===== src/rtl/rfid_frame_rx.sv =====
// rfid_frame_rx: 16x-oversampled 8N1 receiver feeding a header-hunting frame collector
// with XOR checksum, framing-error and inter-byte timeout reporting.
module rfid_frame_rx #(
   parameter int unsigned CLK_HZ       = 24000000,
   parameter int unsigned BAUD         = 9600,
   parameter int unsigned FRAME_LEN    = 10,
   parameter logic [7:0]  HEADER       = 8'hBB,
   parameter int unsigned TIMEOUT_BITS = 20
) (
   input  logic                       clk_24M,
   input  logic                       rst,
   input  logic                       rxd,
   output logic [8*(FRAME_LEN-2)-1:0] card_id,
   output logic                       frame_valid,
   output logic                       frame_err,
   output logic [1:0]                 err_code,
   output logic                       busy
);

   localparam int unsigned DIV      = CLK_HZ / (BAUD * 16);
   localparam int unsigned DIV_W    = (DIV > 1) ? $clog2(DIV) : 1;
   localparam int unsigned PW       = 8 * (FRAME_LEN - 2);
   localparam int unsigned IDX_W    = 4;
   localparam int unsigned TO_TICKS = TIMEOUT_BITS * 16;
   localparam int unsigned GAP_W    = $clog2(TO_TICKS + 1);

   typedef enum logic [2:0] {U_IDLE, U_START, U_DATA, U_STOP, U_WAIT_HIGH} uart_state_e;
   typedef enum logic {F_HUNT, F_COLLECT} frame_state_e;

   logic              rxd_meta_q, line_q;
   logic [DIV_W-1:0]  div_q, div_d;
   logic              tick;
   logic              maj;

   uart_state_e       uart_q, uart_d;
   logic [3:0]        samp_q, samp_d;
   logic [3:0]        bit_q, bit_d;
   logic [7:0]        shreg_q, shreg_d;
   logic [1:0]        hist_q, hist_d;
   logic              byte_done_q, byte_done_d;
   logic              byte_err_q, byte_err_d;

   frame_state_e      fr_q, fr_d;
   logic [IDX_W-1:0]  idx_q, idx_d;
   logic [7:0]        cks_q, cks_d;
   logic [PW-1:0]     pay_q, pay_d;
   logic [GAP_W-1:0]  gap_q, gap_d;
   logic [PW-1:0]     card_q, card_d;
   logic              fv_q, fv_d;
   logic              fe_q, fe_d;
   logic [1:0]        ec_q, ec_d;
   logic              busy_q, busy_d;

   assign tick = (div_q == DIV_W'(DIV - 1));
   assign div_d = tick ? '0 : div_q + DIV_W'(1);
   // Vote over the two previous samples and the current one.
   assign maj = (hist_q[1] & hist_q[0]) | (hist_q[1] & line_q) | (hist_q[0] & line_q);

   // UART byte receiver
   always_comb begin
      uart_d      = uart_q;
      samp_d      = samp_q;
      bit_d       = bit_q;
      shreg_d     = shreg_q;
      hist_d      = hist_q;
      byte_done_d = 1'b0;
      byte_err_d  = 1'b0;
      if (tick) begin
         hist_d = {hist_q[0], line_q};
         samp_d = samp_q + 4'd1;
         unique case (uart_q)
            U_IDLE: begin
               if (!line_q) begin
                  uart_d = U_START;
                  samp_d = 4'd1;  // the detecting tick is sample 0
                  bit_d  = 4'd0;
               end
            end
            U_START: begin
               if (samp_q == 4'd8) begin
                  uart_d = line_q ? U_IDLE : U_DATA;
                  bit_d  = 4'd0;
               end
            end
            U_DATA: begin
               // The first sample-9 tick after entry still lies in the start bit.
               if (samp_q == 4'd9) begin
                  bit_d = bit_q + 4'd1;
                  if (bit_q != 4'd0) shreg_d = {maj, shreg_q[7:1]};
                  if (bit_q == 4'd8) uart_d = U_STOP;
               end
            end
            U_STOP: begin
               if (samp_q == 4'd8) begin
                  if (maj) begin
                     uart_d      = U_IDLE;
                     byte_done_d = 1'b1;
                  end else begin
                     uart_d     = U_WAIT_HIGH;
                     byte_err_d = 1'b1;
                  end
               end
            end
            U_WAIT_HIGH: begin
               if (line_q) uart_d = U_IDLE;
            end
            default: uart_d = U_IDLE;
         endcase
      end
   end

   // Frame assembly, checksum and error reporting
   always_comb begin
      fr_d   = fr_q;
      idx_d  = idx_q;
      cks_d  = cks_q;
      pay_d  = pay_q;
      gap_d  = gap_q;
      card_d = card_q;
      fv_d   = 1'b0;
      fe_d   = 1'b0;
      ec_d   = ec_q;
      busy_d = (uart_q != U_IDLE) || (fr_q != F_HUNT);
      unique case (fr_q)
         F_HUNT: begin
            gap_d = '0;
            if (byte_done_q && shreg_q == HEADER) begin
               fr_d  = F_COLLECT;
               idx_d = IDX_W'(1);
               cks_d = 8'h00;
            end
         end
         F_COLLECT: begin
            if (byte_done_q) begin
               gap_d = '0;
               if (idx_q == IDX_W'(FRAME_LEN - 1)) begin
                  fr_d = F_HUNT;
                  if (shreg_q == cks_q) begin
                     card_d = pay_q;
                     fv_d   = 1'b1;
                  end else begin
                     fe_d = 1'b1;
                     ec_d = 2'b10;
                  end
               end else begin
                  // Payload shifts in so byte 1 ends up in the MSBs.
                  pay_d = PW'({pay_q, shreg_q});
                  cks_d = cks_q ^ shreg_q;
                  idx_d = idx_q + IDX_W'(1);
               end
            end else if (byte_err_q) begin
               fr_d = F_HUNT;
               fe_d = 1'b1;
               ec_d = 2'b01;
            end else if (tick && uart_q == U_IDLE) begin
               if (gap_q == GAP_W'(TO_TICKS - 1)) begin
                  fr_d = F_HUNT;
                  fe_d = 1'b1;
                  ec_d = 2'b11;
               end else begin
                  gap_d = gap_q + GAP_W'(1);
               end
            end
         end
         default: fr_d = F_HUNT;
      endcase
   end

   always_ff @(posedge clk_24M or negedge rst) begin
      if (!rst) begin
         rxd_meta_q  <= 1'b1;
         line_q      <= 1'b1;
         div_q       <= '0;
         uart_q      <= U_IDLE;
         samp_q      <= 4'd0;
         bit_q       <= 4'd0;
         shreg_q     <= 8'h00;
         hist_q      <= 2'b11;
         byte_done_q <= 1'b0;
         byte_err_q  <= 1'b0;
         fr_q        <= F_HUNT;
         idx_q       <= '0;
         cks_q       <= 8'h00;
         pay_q       <= '0;
         gap_q       <= '0;
         card_q      <= '0;
         fv_q        <= 1'b0;
         fe_q        <= 1'b0;
         ec_q        <= 2'b00;
         busy_q      <= 1'b0;
      end else begin
         rxd_meta_q  <= rxd;
         line_q      <= rxd_meta_q;
         div_q       <= div_d;
         uart_q      <= uart_d;
         samp_q      <= samp_d;
         bit_q       <= bit_d;
         shreg_q     <= shreg_d;
         hist_q      <= hist_d;
         byte_done_q <= byte_done_d;
         byte_err_q  <= byte_err_d;
         fr_q        <= fr_d;
         idx_q       <= idx_d;
         cks_q       <= cks_d;
         pay_q       <= pay_d;
         gap_q       <= gap_d;
         card_q      <= card_d;
         fv_q        <= fv_d;
         fe_q        <= fe_d;
         ec_q        <= ec_d;
         busy_q      <= busy_d;
      end
   end

   assign card_id     = card_q;
   assign frame_valid = fv_q;
   assign frame_err   = fe_q;
   assign err_code    = ec_q;
   assign busy        = busy_q;

endmodule


===== config.mk =====
export PLATFORM = sky130hd
export DESIGN_NAME = rfid_frame_rx
export DESIGN_NICKNAME = d
export VERILOG_FILES = /design/src/rtl/rfid_frame_rx.sv
export SDC_FILE = /design/constraint.sdc
export NUM_CORES = 1
export LEC_CHECK = 0
export CORE_ASPECT_RATIO = 0.9
export CORE_UTILIZATION = 51
export DETAILED_ROUTE_END_ITERATION = 8
export PLACE_DENSITY = 0.76
export SYNTH_ARGS = -nofsm -noshare
export SYNTH_HDL_FRONTEND = slang
export SYNTH_SLANG_ARGS = --single-unit

===== constraint.sdc =====
create_clock -name clk_24M -period 2.3 [get_ports clk_24M]
set_clock_uncertainty 0.15 [all_clocks]
set_input_delay 0.575 -clock clk_24M [delete_from_list [all_inputs] [get_ports clk_24M]]
set_output_delay 0.575 -clock clk_24M [all_outputs]
set_load 0.03 [all_outputs]

== Yosys cells after proc, flatten, opt, wreduce, memory -nomap -nowiden ==
Cells that the tools add are included.
Word-level totals
  register bits after elaboration: 188
  input bits: 3
  output and inout bits: 69
  word-level logic and storage cells: 137
Cells by class
  $add $sub $neg: 5
  equality and inequality tests: 26
  multiplexer cells: 61
  bitwise gates (word level): 8
  reductions and logical operators: 17
Operator list (number)
  two-way mux 9 bit: 4
  two-way mux 4 bit: 8
  two-way mux 8 bit: 4
  two-way mux 1 bit: 25
  two-way mux 3 bit: 7
  inequality test 2 bit (second input constant): 10
  one-hot mux 9 bit (2 select lines): 1
  equality test 4 bit (second input constant): 4
  equality test 8 bit (second input constant): 2
  one-hot mux 8 bit (2 select lines): 1
  one-hot mux 3 bit (5 select lines): 1
  two-way mux 2 bit: 7
  adder 4 x 1 -> 4 bit (second input constant): 3
  one-hot mux 4 bit (3 select lines): 1
  nonzero test 3 bit: 4
  AND reduction 5 bit: 2
  adder 9 x 1 -> 9 bit (second input constant): 1
  equality test 9 bit (second input constant): 1
  AND reduction 3 bit: 3
  adder 8 x 1 -> 8 bit (second input constant): 1
  equality test 8 bit: 1
  one-hot mux 4 bit (2 select lines): 1
  AND reduction 4 bit: 2
  XOR 8 bit: 1
  15 further kinds: 22

== Longest topological paths before layout ==
  word-level depth: 7
  depth in mapped cells: 8
  depth with buffers taken out: 7

== Worst setup path after synthesis ==
No wires, ideal clock.
  path kind: register -> register
  start: register uart_q[0]
  end: register gap_q[7]
  library setup time: 0.078 ns
  arrival time: 2.040 ns
  data required time: 2.072 ns
  slack: 0.032 ns
  cell stages (with the launch flop): 7
  clock period less this slack: 2.268 ns
  path through: dfrtp_1 > buf_6 > or4_4 > nor4_4 > nand4_2 > or4_1 > a21oi_1
On the way
  word-level cells in the longest chain between the ends: 4
Ends and longest elaborated chain
  from (decl): line 35  | uart_state_e uart_q, uart_d;
  from (signal assigned): line 195  | uart_q <= uart_d;
  zero test 3 bit: line 155  | end else if (tick && uart_q == U_IDLE) begin
  logical AND 1 bit: line 155
  inequality test 3 x 2 -> 1 bit (no line)
  AND reduction 3 bit (no line)
  to (signal assigned): line 206  | gap_q <= gap_d;
  to (decl): line 47  | logic [GAP_W-1:0] gap_q, gap_d;
No other way between the ends.
A chain may end at the register's enable or synchronous reset.

== Worst setup path after layout ==
  start: register shreg_q[2]
  end: register card_q[42], in the netlist card_id[42]
On the way
  word-level cells in the longest chain between the ends: 2
Ends and longest elaborated chain
  from (decl): line 38  | logic [7:0] shreg_q, shreg_d;
  from (signal assigned): line 198  | shreg_q <= shreg_d;
  equality test 8 bit: line 138  | if (shreg_q == cks_q) begin
  AND reduction 4 bit (no line)
  to (signal assigned): line 207  | card_q <= card_d;
  to (decl): line 48  | logic [PW-1:0] card_q, card_d;
No other way between the ends.

==> metrics.cfg <==
[run]
maxCapViolCount=0

[global_routing]
track_usage=0.214
antenna_found_initial=0
grt_use_met2=0.354
grt_pass1_vias=5501
met3_usage=0.0442
met1_usage=0.278
busiest_layer=met2
overflow=0
grt_pass1_wl_mm=26.3
grt_max_degree=73

[layout]
fill_cells=1056
drive_above_1_share=0.194
multi_input_area_sq_um=2890
regArea_sq_um=4710
syn_to_final_growth_pct=23.0
antenna_cells=0
layout.nets=792
final_util=0.643

[route]
drc=0
antenna_left=0
wl_per_cell_um=16.0
drt-total-wl_mm=15.8
vias_per_cell=5.29
drt_iter0_markers=304
vias=5239
firstDrtPassIters=7

[sta]
slew_headroom=0.661
final_hold_viol_count=0
tightestPinTransition_ns=0.509
period_minus_slack_ns=2.25
setup_violations=0
fin_crit_sh=0.978
drv_slew=0
setup-tns-final_ns=0
final.setup.worst_slack_ns=0.0509
clock.fmax_mhz=445

[worst_setup_path]
crit_path_start=shreg_q[2]
r2r_end=card_id[42]
cp-start-kind=flip-flop
crit_path_end_kind=flip-flop
critPathRequiredTime_ns=2.46
r2r_start=shreg_q[2]
worstRegToRegCells=6
ff2ff_setup_slack_ns=0.05
arrival_ns=2.41
crit_fanout=32
crit_path_end=card_id[42]
crit_type=reg2reg

[clock_network]
root_buffer=clkbuf_16
cts.path.max_buffers=2
cts.clk_slew.worst_paths_ns=0.07
clock-sinks=188
cts_tree=yes
clock_latency_ns=0.43
cts_made_buffers=17
htreeDepth=4

[synth]
yosysSeqAreaShare=0.610
synth-compound-area-share=0.0358
synth_enable_flop_cells=0
ys_seq_elements=188
synth_cell_types=52
synth_xor_area_frac=0.0227
yosys.area.top_type=dfrtp_1
yosys.area.top_type_share=0.596
synth_ff_type=dfrtp_1
netlist_area_sq_um=7720
synth_fp_nets=700
async_flop_share=1.00
syn_inst=688
synth_top_family_by_area=simple AND/OR/NAND/NOR gates
synth_area_per_cell_sq_um=11.2
muxShareOfSynthArea=0.118
synth.yosys.warnings=0
yosys-top-cells-area=dfrtp_1, nand2_1, mux2_2
synthAdderAreaFrac=0.0159
yosys.area_share.simple=0.177

[floorplanning]
die_w_um=132
dieArea_sq_um=15600
core_region_area_sq_um=14800
fp-row-count=42
die_h_um=119
start_util=0.523
num_io_pins=72

[status]
status=finished, final reports clean

[power]
total_power_mw=6.31
power.leakage_nw=4.68
vdd_ir_drop_max_uv=555
p_per_area_nw_per_um2=664

[placement]
port_buffers=71
place.gp.congestion=0.773
dp_hpwl_mm=10.1
place_ws_ns=0.0302

[hold_path]
hold-path-cell-count=0
hold_class=reg2reg

## state kept, by name (all words and copies together), names as in the netlist, 2 cells and up
register	count
bit_q	4
card_id	64
cks_q	8
div_q	8
err_code	2
gap_q	9
hist_q	2
idx_q	4
pay_q	64
samp_q	4
shreg_q	8
uart_q	3
## worst max-delay path: stages (launching register included)
cell and delay (ns):
dfrtp_1 0.45, xnor2_1 0.24, nand4_1 0.19, nor4_4 0.24
buf_4 0.19, buf_8 0.27, mux2_2 0.39
## cell usage after synthesis, drive strengths merged, types with 3 or more instances
master    n
xnor2    12
or3       5
xor2      8
ha        9
and2      4
buf      13
nand2   219
nor2     25
nand2b    5
mux2     73
nand3    13
o31ai     3
or4       3
a21oi     7
inv       7
mux2i     9
nor3      4
o21ai    18
o21a      8
dfstp     4
clkbuf   17
nor4      3
dfrtp   184
nand4     8
and3      4
## power breakdown
group	switching, mW	internal, mW
sequential	0.00178	3.31
combinational	0.0667	0.0185
clock	1.25	1.66
## metal layers
| layer | vias to the layer above | wire length [um] | part of all wire |
|---|---|---|---|
| li1 | 2474 | - | - |
| met1 | 2631 | 7050 | 0.45 |
| met2 | 108 | 8110 | 0.51 |
| met3 | 26 | 446 | 0.028 |
| met4 | 0 | 232 | 0.015 |
| met5 | - | 0 | 0 |
## cells by family after synthesis
group | after synthesis
simple gates | 306
flops | 188
mux | 82
compound gates | 45
buf+inv | 37
xor+xnor | 20
fa+ha+maj | 10
## cell usage in the layout (no fill, tap or decap), drive strengths merged, types with 2 or more instances in the layout
| cell type | instances |
|---|---|
| clkdlybuf4s50 | 70 |
| xnor2 | 12 |
| inv | 10 |
| nor2 | 25 |
| nor4 | 3 |
| buf | 31 |
| bufinv | 2 |
| a21oi | 7 |
| dfstp | 4 |
| mux2 | 73 |
| a21o | 2 |
| nand3b | 2 |
| clkinv | 6 |
| nand4 | 8 |
| o31ai | 3 |
| dfrtp | 184 |
| clkbuf | 20 |
| and3 | 4 |
| mux2i | 9 |
| nand2 | 219 |
| clkinvlp | 2 |
| nand2b | 5 |
| or4 | 3 |
| o22ai | 2 |
| o21ai | 18 |
| or3 | 5 |
| nand3 | 13 |
| xor2 | 8 |
| o21a | 8 |
| nand4b | 2 |
| nor3 | 4 |
| and2 | 4 |
| or3b | 2 |
| ha | 9 |
## metrics by stage
stage,std cells,area (sq um),hold WS [ns]
final,991,9500,0.206
after detailed placement,955,8840,0.198
after CTS,988,9440,0.208
after floorplan,688,7720,0.129
after global routing,991,9500,0.215
after global placement,955,8840,0.197
## worst min path at each step
stage	from	endpoint
final	rxd_meta_q	line_q
after floorplan	rst	bit_q[0]
after global routing	rxd_meta_q	line_q
after detailed placement	rxd_meta_q	line_q
after global placement	rxd_meta_q	line_q
after CTS	rxd_meta_q	line_q
## final cells by class
type,count,share of cell area
sequential,188,0.496
tap,198,0.0261
inverter,7,0.00277
timing repair buffer,103,0.108
multi-input combinational,463,0.304
clock inverter,13,0.0146
clock buffer,19,0.0477
## what timing repair did
action,in CTS,in global routing
pin swaps,0,1
gates resized for setup,2,6
hold buffers,1,0
hold endpoints to repair,47,0
buffers inserted,0,2
setup endpoints to repair,2,50
gates cloned,0,1
(Power assumes the default switching activity.)
